### src/rtl/axis_hdr_insert_arbiter.sv
// Packet-level round-robin arbiter that shares one header-insert datapath among NUM_SRC sources.
// Each grant forwards a header and then a payload, and holds until the inserter reports the packet has left.
module axis_hdr_insert_arbiter #(
  parameter  int NUM_SRC = 4,
  parameter  int TIMEOUT = 1024,
  localparam int IDW     = $clog2(NUM_SRC),
  localparam int TW      = $clog2(TIMEOUT)
) (
  input  logic                    clk,
  input  logic                    rstn,
  input  logic [NUM_SRC-1:0]      s_valid,
  input  logic [32*NUM_SRC-1:0]   s_data,
  input  logic [4*NUM_SRC-1:0]    s_keep,
  input  logic [NUM_SRC-1:0]      s_last,
  output logic [NUM_SRC-1:0]      s_ready,
  input  logic [NUM_SRC-1:0]      h_valid,
  input  logic [32*NUM_SRC-1:0]   h_data,
  input  logic [4*NUM_SRC-1:0]    h_keep,
  input  logic [2*NUM_SRC-1:0]    h_bcnt,
  output logic [NUM_SRC-1:0]      h_ready,
  output logic                    ins_valid_in,
  output logic [31:0]             ins_data_in,
  output logic [3:0]              ins_keep_in,
  output logic                    ins_last_in,
  input  logic                    ins_ready_in,
  output logic                    ins_valid_insert,
  output logic [31:0]             ins_data_insert,
  output logic [3:0]              ins_keep_insert,
  output logic [1:0]              ins_byte_insert_cnt,
  input  logic                    ins_ready_insert,
  input  logic                    pkt_done,
  output logic [IDW-1:0]          grant_id,
  output logic                    busy,
  output logic                    err_timeout
);

  typedef enum logic [1:0] {IDLE, HDR, PAYLOAD, DRAIN} state_t;

  state_t         state, state_nxt;
  logic [IDW-1:0] rr_ptr, win;
  logic [TW-1:0]  timer;
  logic           any_req, to_hit;

  // Rotating priority: the lowest offset from rr_ptr wins, so scan offsets high to low.
  always_comb begin
    win     = rr_ptr;
    any_req = |h_valid;
    for (int i = NUM_SRC-1; i >= 0; i--)
      if (h_valid[(int'(rr_ptr) + i) % NUM_SRC])
        win = IDW'((int'(rr_ptr) + i) % NUM_SRC);
  end

  // Data and keep muxes follow the grant unconditionally; only the valids are gated.
  assign ins_data_insert     = h_data[32*grant_id +: 32];
  assign ins_keep_insert     = h_keep[4*grant_id +: 4];
  assign ins_byte_insert_cnt = h_bcnt[2*grant_id +: 2];
  assign ins_data_in         = s_data[32*grant_id +: 32];
  assign ins_keep_in         = s_keep[4*grant_id +: 4];
  assign ins_last_in         = s_last[grant_id];
  assign busy                = (state != IDLE);

  always_comb begin
    state_nxt        = state;
    h_ready          = '0;
    s_ready          = '0;
    ins_valid_insert = 1'b0;
    ins_valid_in     = 1'b0;
    to_hit           = 1'b0;
    case (state)
      IDLE: if (any_req) state_nxt = HDR;
      HDR: begin
        ins_valid_insert  = h_valid[grant_id];
        h_ready[grant_id] = ins_ready_insert;
        if (h_valid[grant_id] && ins_ready_insert) state_nxt = PAYLOAD;
      end
      PAYLOAD: begin
        ins_valid_in      = s_valid[grant_id];
        s_ready[grant_id] = ins_ready_in;
        if (s_valid[grant_id] && ins_ready_in && s_last[grant_id])
          state_nxt = pkt_done ? IDLE : DRAIN;
      end
      DRAIN: begin
        if (pkt_done) state_nxt = IDLE;
        else if (timer == TW'(TIMEOUT-1)) begin
          to_hit    = 1'b1;
          state_nxt = IDLE;
        end
      end
      default: state_nxt = IDLE;
    endcase
  end

  always_ff @(posedge clk or negedge rstn) begin
    if (!rstn) begin
      state       <= IDLE;
      grant_id    <= '0;
      rr_ptr      <= '0;
      timer       <= '0;
      err_timeout <= 1'b0;
    end else begin
      state <= state_nxt;
      if (state == IDLE && any_req) grant_id <= win;
      if (state != IDLE && state_nxt == IDLE)
        rr_ptr <= (grant_id == IDW'(NUM_SRC-1)) ? '0 : grant_id + 1'b1;
      timer <= (state == DRAIN && state_nxt == DRAIN) ? timer + 1'b1 : '0;
      if (to_hit) err_timeout <= 1'b1;
    end
  end

endmodule

### config.mk
export PLATFORM = sky130hd
export DESIGN_NAME = axis_hdr_insert_arbiter
export DESIGN_NICKNAME = d
export VERILOG_FILES = /design/src/rtl/axis_hdr_insert_arbiter.sv
export SDC_FILE = /design/constraint.sdc
export NUM_CORES = 1
export LEC_CHECK = 0
export CAP_MARGIN = 20
export CORE_AREA = 2 2 155 157
export CTS_CLUSTER_DIAMETER = 60
export DETAILED_ROUTE_END_ITERATION = 12
export DIE_AREA = 0 0 157 159
export PLACE_DENSITY = 0.57
export SYNTH_ARGS = -nofsm -noshare
export SYNTH_HDL_FRONTEND = slang
export SYNTH_SLANG_ARGS = --single-unit
### constraint.sdc
create_clock -name clk -period 2.61 [get_ports clk]
set_input_delay 0.522 -clock clk [delete_from_list [all_inputs] [get_ports clk]]
set_output_delay 0.522 -clock clk [all_outputs]
set_load 0.1 [all_outputs]
Word-level counts from Yosys, hierarchy flattened
Cells that the tools add are included.
{"block": "word_totals", "ram_bits": 0, "out_inout_bits": 89, "input_bits": 313, "latchBits": 0, "romBits": 0, "n_memories": 0, "register_bits": 17, "wordCells": 85}
{"block": "op_classes", "n_div": 0, "n_shift": 5, "muxes": 39, "n_reduce_logical": 14, "add_sub_neg": 5, "bitwise_logic": 5, "order_cmp": 6, "n_eq_ne": 6, "mul": 0}
{"operator": "indexed part select 128 x 8 -> 32 bit", "count": 2}
{"operator": "indexed part select 16 x 5 -> 4 bit", "count": 2}
{"operator": "2-to-1 mux 2 bit", "count": 11}
{"operator": "2-to-1 mux 1 bit", "count": 16}
{"operator": "binary-select mux 1 bit (select 2 bit)", "count": 7}
{"operator": "less-than comparator 3 x 4 -> 1 bit, second input constant", "count": 3}
{"operator": "adder 10 x 1 -> 10 bit, second input constant", "count": 1}
{"operator": "== test 10 bit, second input constant", "count": 1}
{"operator": "2-to-1 mux 10 bit", "count": 1}
{"operator": "AND 4 bit", "count": 2}
{"operator": "== test 2 bit, second input constant", "count": 4}
{"operator": "2-to-1 mux 4 bit", "count": 2}
{"operator": "case mux 2 bit (4 select lines)", "count": 1}
{"operator": "indexed part select 8 x 4 -> 2 bit", "count": 1}
{"operator": "logical AND 1 bit", "count": 7}
{"operator": "less-than comparator 2 x 3 -> 1 bit, second input constant", "count": 2}
{"operator": "OR reduction 2 bit", "count": 3}
{"operator": "adder 2 x 1 -> 2 bit, second input constant", "count": 2}
{"operator": "adder 2 bit, second input constant", "count": 2}
{"operator": "zero test 2 bit", "count": 2}
{"operator": "OR reduction 4 bit", "count": 1}
{"operator": "AND 1 bit, first input constant", "count": 3}
{"operator": "demux 1 bit (select 2 bit)", "count": 1}
{"operator": "== test 2 x 1 -> 1 bit, second input constant", "count": 1}
{"operator": "2 further kinds", "count": 2}

Longest topological paths before layout
{"block": "depth", "word_depth": 10, "mapped_depth": 6, "ltp_nobuf": 5}

Least setup slack after synthesis
Ideal clock, no wire load.
{"block": "synth_path", "path_type": "register to output", "startpoint": "register grant_id[0]", "endpoint": "output ins_valid_insert", "path_buffers": 2, "arrival_ns": 3.804, "slack_ns": -1.716, "required_ns": 2.088, "stages_incl_launch_ff": 5, "cell_sequence": "dfrtp_1 > buf_6 > buf_2 > o21ai_0 > nor3b_1"}
{"block": "synth_between", "elab_chain_cells": 3}
{"element": "from (decl)", "line": "32", "text": "output logic [IDW-1:0] grant_id,"}
{"element": "from (signal assigned)", "line": "102", "text": "if (state == IDLE && any_req) grant_id <= win;"}
{"element": "binary-select mux 1 bit (select 2 bit)", "line": "72", "text": "ins_valid_insert = h_valid[grant_id];"}
{"element": "2-to-1 mux 1 bit (implied by the code)", "line": "72"}
{"element": "2-to-1 mux 1 bit", "line": "69", "text": "case (state)"}
{"element": "to (decl)", "line": "26", "text": "output logic ins_valid_insert,"}
Every way passes these cells. The select of a mux whose other input is x is not followed.

Worst setup path after layout
{"block": "layout_path", "startpoint": "input h_valid[0]", "endpoint": "output ins_valid_insert"}
{"block": "layout_between", "elab_chain_cells": 3}
{"element": "from (decl)", "line": "16", "text": "input logic [NUM_SRC-1:0] h_valid,"}
{"element": "binary-select mux 1 bit (select 2 bit)", "line": "72"}
{"element": "2-to-1 mux 1 bit (implied by the code)", "line": "72"}
{"element": "2-to-1 mux 1 bit", "line": "69"}
Every way passes these cells. The select of a mux whose other input is x is not followed.

==> impl_results.md <==
* Status: finished, final reports clean
* Placed cell area at 8200 um^2
* Share of layout cells above drive strength 1 at 32.34%
* H-tree depth at 1
* Seq pwr share at 4.2%
* Layout area overhead at 190.9%
* PwrDens at 1444 nW/um^2
* Die width at 157 um
* VDD IR max at 0.0006533 V
* Height of the die at 159 um
* Final core occ at 35.83%
* Detailed-route DRC error count at 0
* Vias at 3742
* Row cnt at 56
* Endpoints failing setup at 0
* Pleak at 3.119 nW
* RSZ-0062 raised after global routing: false
* Hold Fails Final Rpt at 0
* Global route overflow at 0
* Type of element capturing the critical path: primary output
* Synth warn at 0
* Post-synth top area cell: mux4_2
* Register bit total from synthesis at 17
* Die area at 24960 um^2
* CTS tree: yes
* Relative slew margins at 65.05%
* Dpl hpwl at 18.10 mm
* Post-synthesis cell count at 206
* Crit path max fanout at 5
* Final min period at 2.508 ns
* Max cap viols at 0
* Async SR Flop Fraction at 100.0%
* Max incr delay on CP at 0.56 ns
* Drt pass-1 iters at 4
* Setup CP Type: in -> out
* Root cell of the clock tree: clkbuf_16
* Final Power at 12.00 mW
* Hold WC Path Type: reg -> reg
* Avg Cell Area, Syn at 13.87 um^2
* Crit share post-route at 96.10%
* Clk buf depth at 2
* Cell Area, Synth at 2856 um^2
* CP Data Required Time at 2.09 ns
* Most frequent cells after synthesis: mux4_2 (76), dfrtp_1 (17), nor2_1 (16), buf_2 (12), inv_1 (9)
* Post-synth net total at 524
* Synth top area share at 59.92%
* Nets at 925
* Final Max Tran Viols at 0
* Post-DR wirelength/cell at 22.10 um
* Slowest-stage cell, CP: clkdlybuf4s50_1
* First-pass GRT wire length at 28.78 mm
* Design area at 8309 um^2
* Fill cell total of the finished layout at 2236
* Antenna Nets Post-Route at 0
* Switch Pwr at 7.145 mW
* Initial DRC Count at 140
* Highest clock rate at 0.3987 GHz
* CORE AREA at 23190 um^2
* Post-Route WL at 20.55 mm
* Top_reg_cell synth: dfrtp_1
* Vias in the first global route at 4103
* Antenna violations before repair at 5
* Clock power share at 2.6%
* Top-count cell post-synth: mux4_2
* Skew-Pair Late Insertion Delay at 0.25 ns
* Seq/Total Area, Yosys at 14.89%
* Sw Share at 59.53%
* Library cells used by synthesis at 41
* CP Launch Type: primary input
* Main area contributors after synthesis: mux4_2 (60%), dfrtp_1 (15%), ha_1 (2.2%), xor2_1 (2.1%), buf_2 (2.1%)
* Global placement routability congestion at 0.8853
* Power Internal at 4.857 mW
* Number of synthesized flops with an enable pin at 0
* Worst-path cell chain: clkdlybuf4s50_1 > mux2_2 > o21ai_0 > buf_4 > nor3b_4 > buf_12
* CTS buffer count at 3
* Clk_skew at 0.005411 ns
* GR Util All Layers at 15.60%
* Clk sink count at 17
* Starting Density at 12.32%
* Hold-fix buffer count after cts at 0
* Slew @ Worst Pin at 0.5231 ns
* Ports at 402
* Gate power share at 93.2%
* Worst EP arrival at 1.99 ns
* Port Buffers at 401
* Vias per std cell at 4.024
* Reg clk slew, reported paths at 0.06 ns
* Largest net degree at the start of global routing at 35
==> critical path, delay by kind of cell <==
family	cells	cell delay, ns
buf+inv	3	0.93
simple gates	1	0.23
mux	1	0.20
compound gates	1	0.09
==> sequential cells by signal, summed over array words and instances (netlist names) <==
| name | cells |
|---|---|
| timer | 10 |
| grant_id | 2 |
| rr_ptr | 2 |
| state | 2 |
| err_timeout | 1 |
==> path summary, 6_finish.rpt <==
path / from / endpoint / slack [ns] / cells after the start
max: h_valid[0] / ins_valid_insert / 0.10 / 6
min: err_timeout$_DFFE_PN0P_ / err_timeout$_DFFE_PN0P_ / 0.49 / 1
max reg2reg: grant_id[1]$_DFFE_PN0P_ / rr_ptr[0]$_DFFE_PN0P_ / 0.55 / 5
min reg2reg: err_timeout$_DFFE_PN0P_ / err_timeout$_DFFE_PN0P_ / 0.49 / 1
max in group asynchronous: rstn / grant_id[0]$_DFFE_PN0P_ / 1.79 / 2
min in group asynchronous: rstn / timer[6]$_DFF_PN0_ / 0.60 / 2
==> cells by family after synthesis <==
group / share of synthesized area [%]
multiplexers: 62.20
AND/OR/NAND/NOR: 9.199
buffers and inverters: 4.468
AO/OA/AOI/OAI: 4.600
flip-flops: 14.89
XOR/XNOR: 2.453
adder cells (fa/ha/maj): 2.190
==> power groups by stage <==
stage / registers [mW] / logic (mW) / clock network [mW]
floorplan: 0.507 / 7.16 / 0
global placement: 0.549 / 11.2 / 0
detailed placement: 0.548 / 11.2 / 0
CTS: 0.544 / 11.2 / 0.318
global route: 0.527 / 11.5 / 0.332
finish: 0.508 / 11.2 / 0.313
==> through the flow <==
| stage | hold slack [ns] | setup TNS, ns | instances | setup WS [ns] |
|---|---|---|---|---|
| finish | 0.4851 | 0 | 930 | 0.1017 |
| global placement | 0.4650 | 0 | 920 | 0.06517 |
| floorplan | 0.2264 | -0.01809 | 206 | -0.01809 |
| global route | 0.5081 | 0 | 930 | 0.01373 |
| detailed placement | 0.4720 | 0 | 920 | 0.06282 |
| CTS | 0.4884 | 0 | 924 | 0.03060 |
==> placed cells by master (no fill, tap or decap), drive strengths merged, types with 2 or more instances in the layout <==
cell type	Yosys	routed
clkbuf	2	3
nand4	2	2
xor2	7	7
diode	0	5
and4	3	3
buf	17	103
and3	4	4
nand2	6	6
o22ai	4	4
nor2b	3	3
mux2	4	4
nand3	5	5
o21ai	2	2
clkdlybuf4s50	0	311
ha	5	5
and2	5	5
dfrtp	17	17
nor2	16	16
inv	9	9
mux2i	2	2
mux4	76	76
==> final cells by class <==
class                      instances  area [um^2]  share of cell area, %
inverter                           9        33.78                 0.4066
clock buffer                       3        75.07                 0.9035
multi-input combinational        161         2320                  27.92
antenna                            5        12.51                 0.1506
sequential                        17        432.9                  5.210
tap                              319        399.1                  4.803
clock inverter                     1        7.507                0.09035
timing repair buffer             415         5029                  60.52
==> metal layers <==
layer / global-route usage, % / wire length, um
met1: 18.31 / 7503
met2: 27.99 / 10860
met3: 3.947 / 1903
met4: 4.170 / 288
met5: 0 / 0
==> repair_timing <==
item / in CTS / in global routing
setup buffers: 0 / 1
resized for setup: 0 / 1
setup endpoints to repair: 0 / 2
Power figures use the tool's default switching activity.
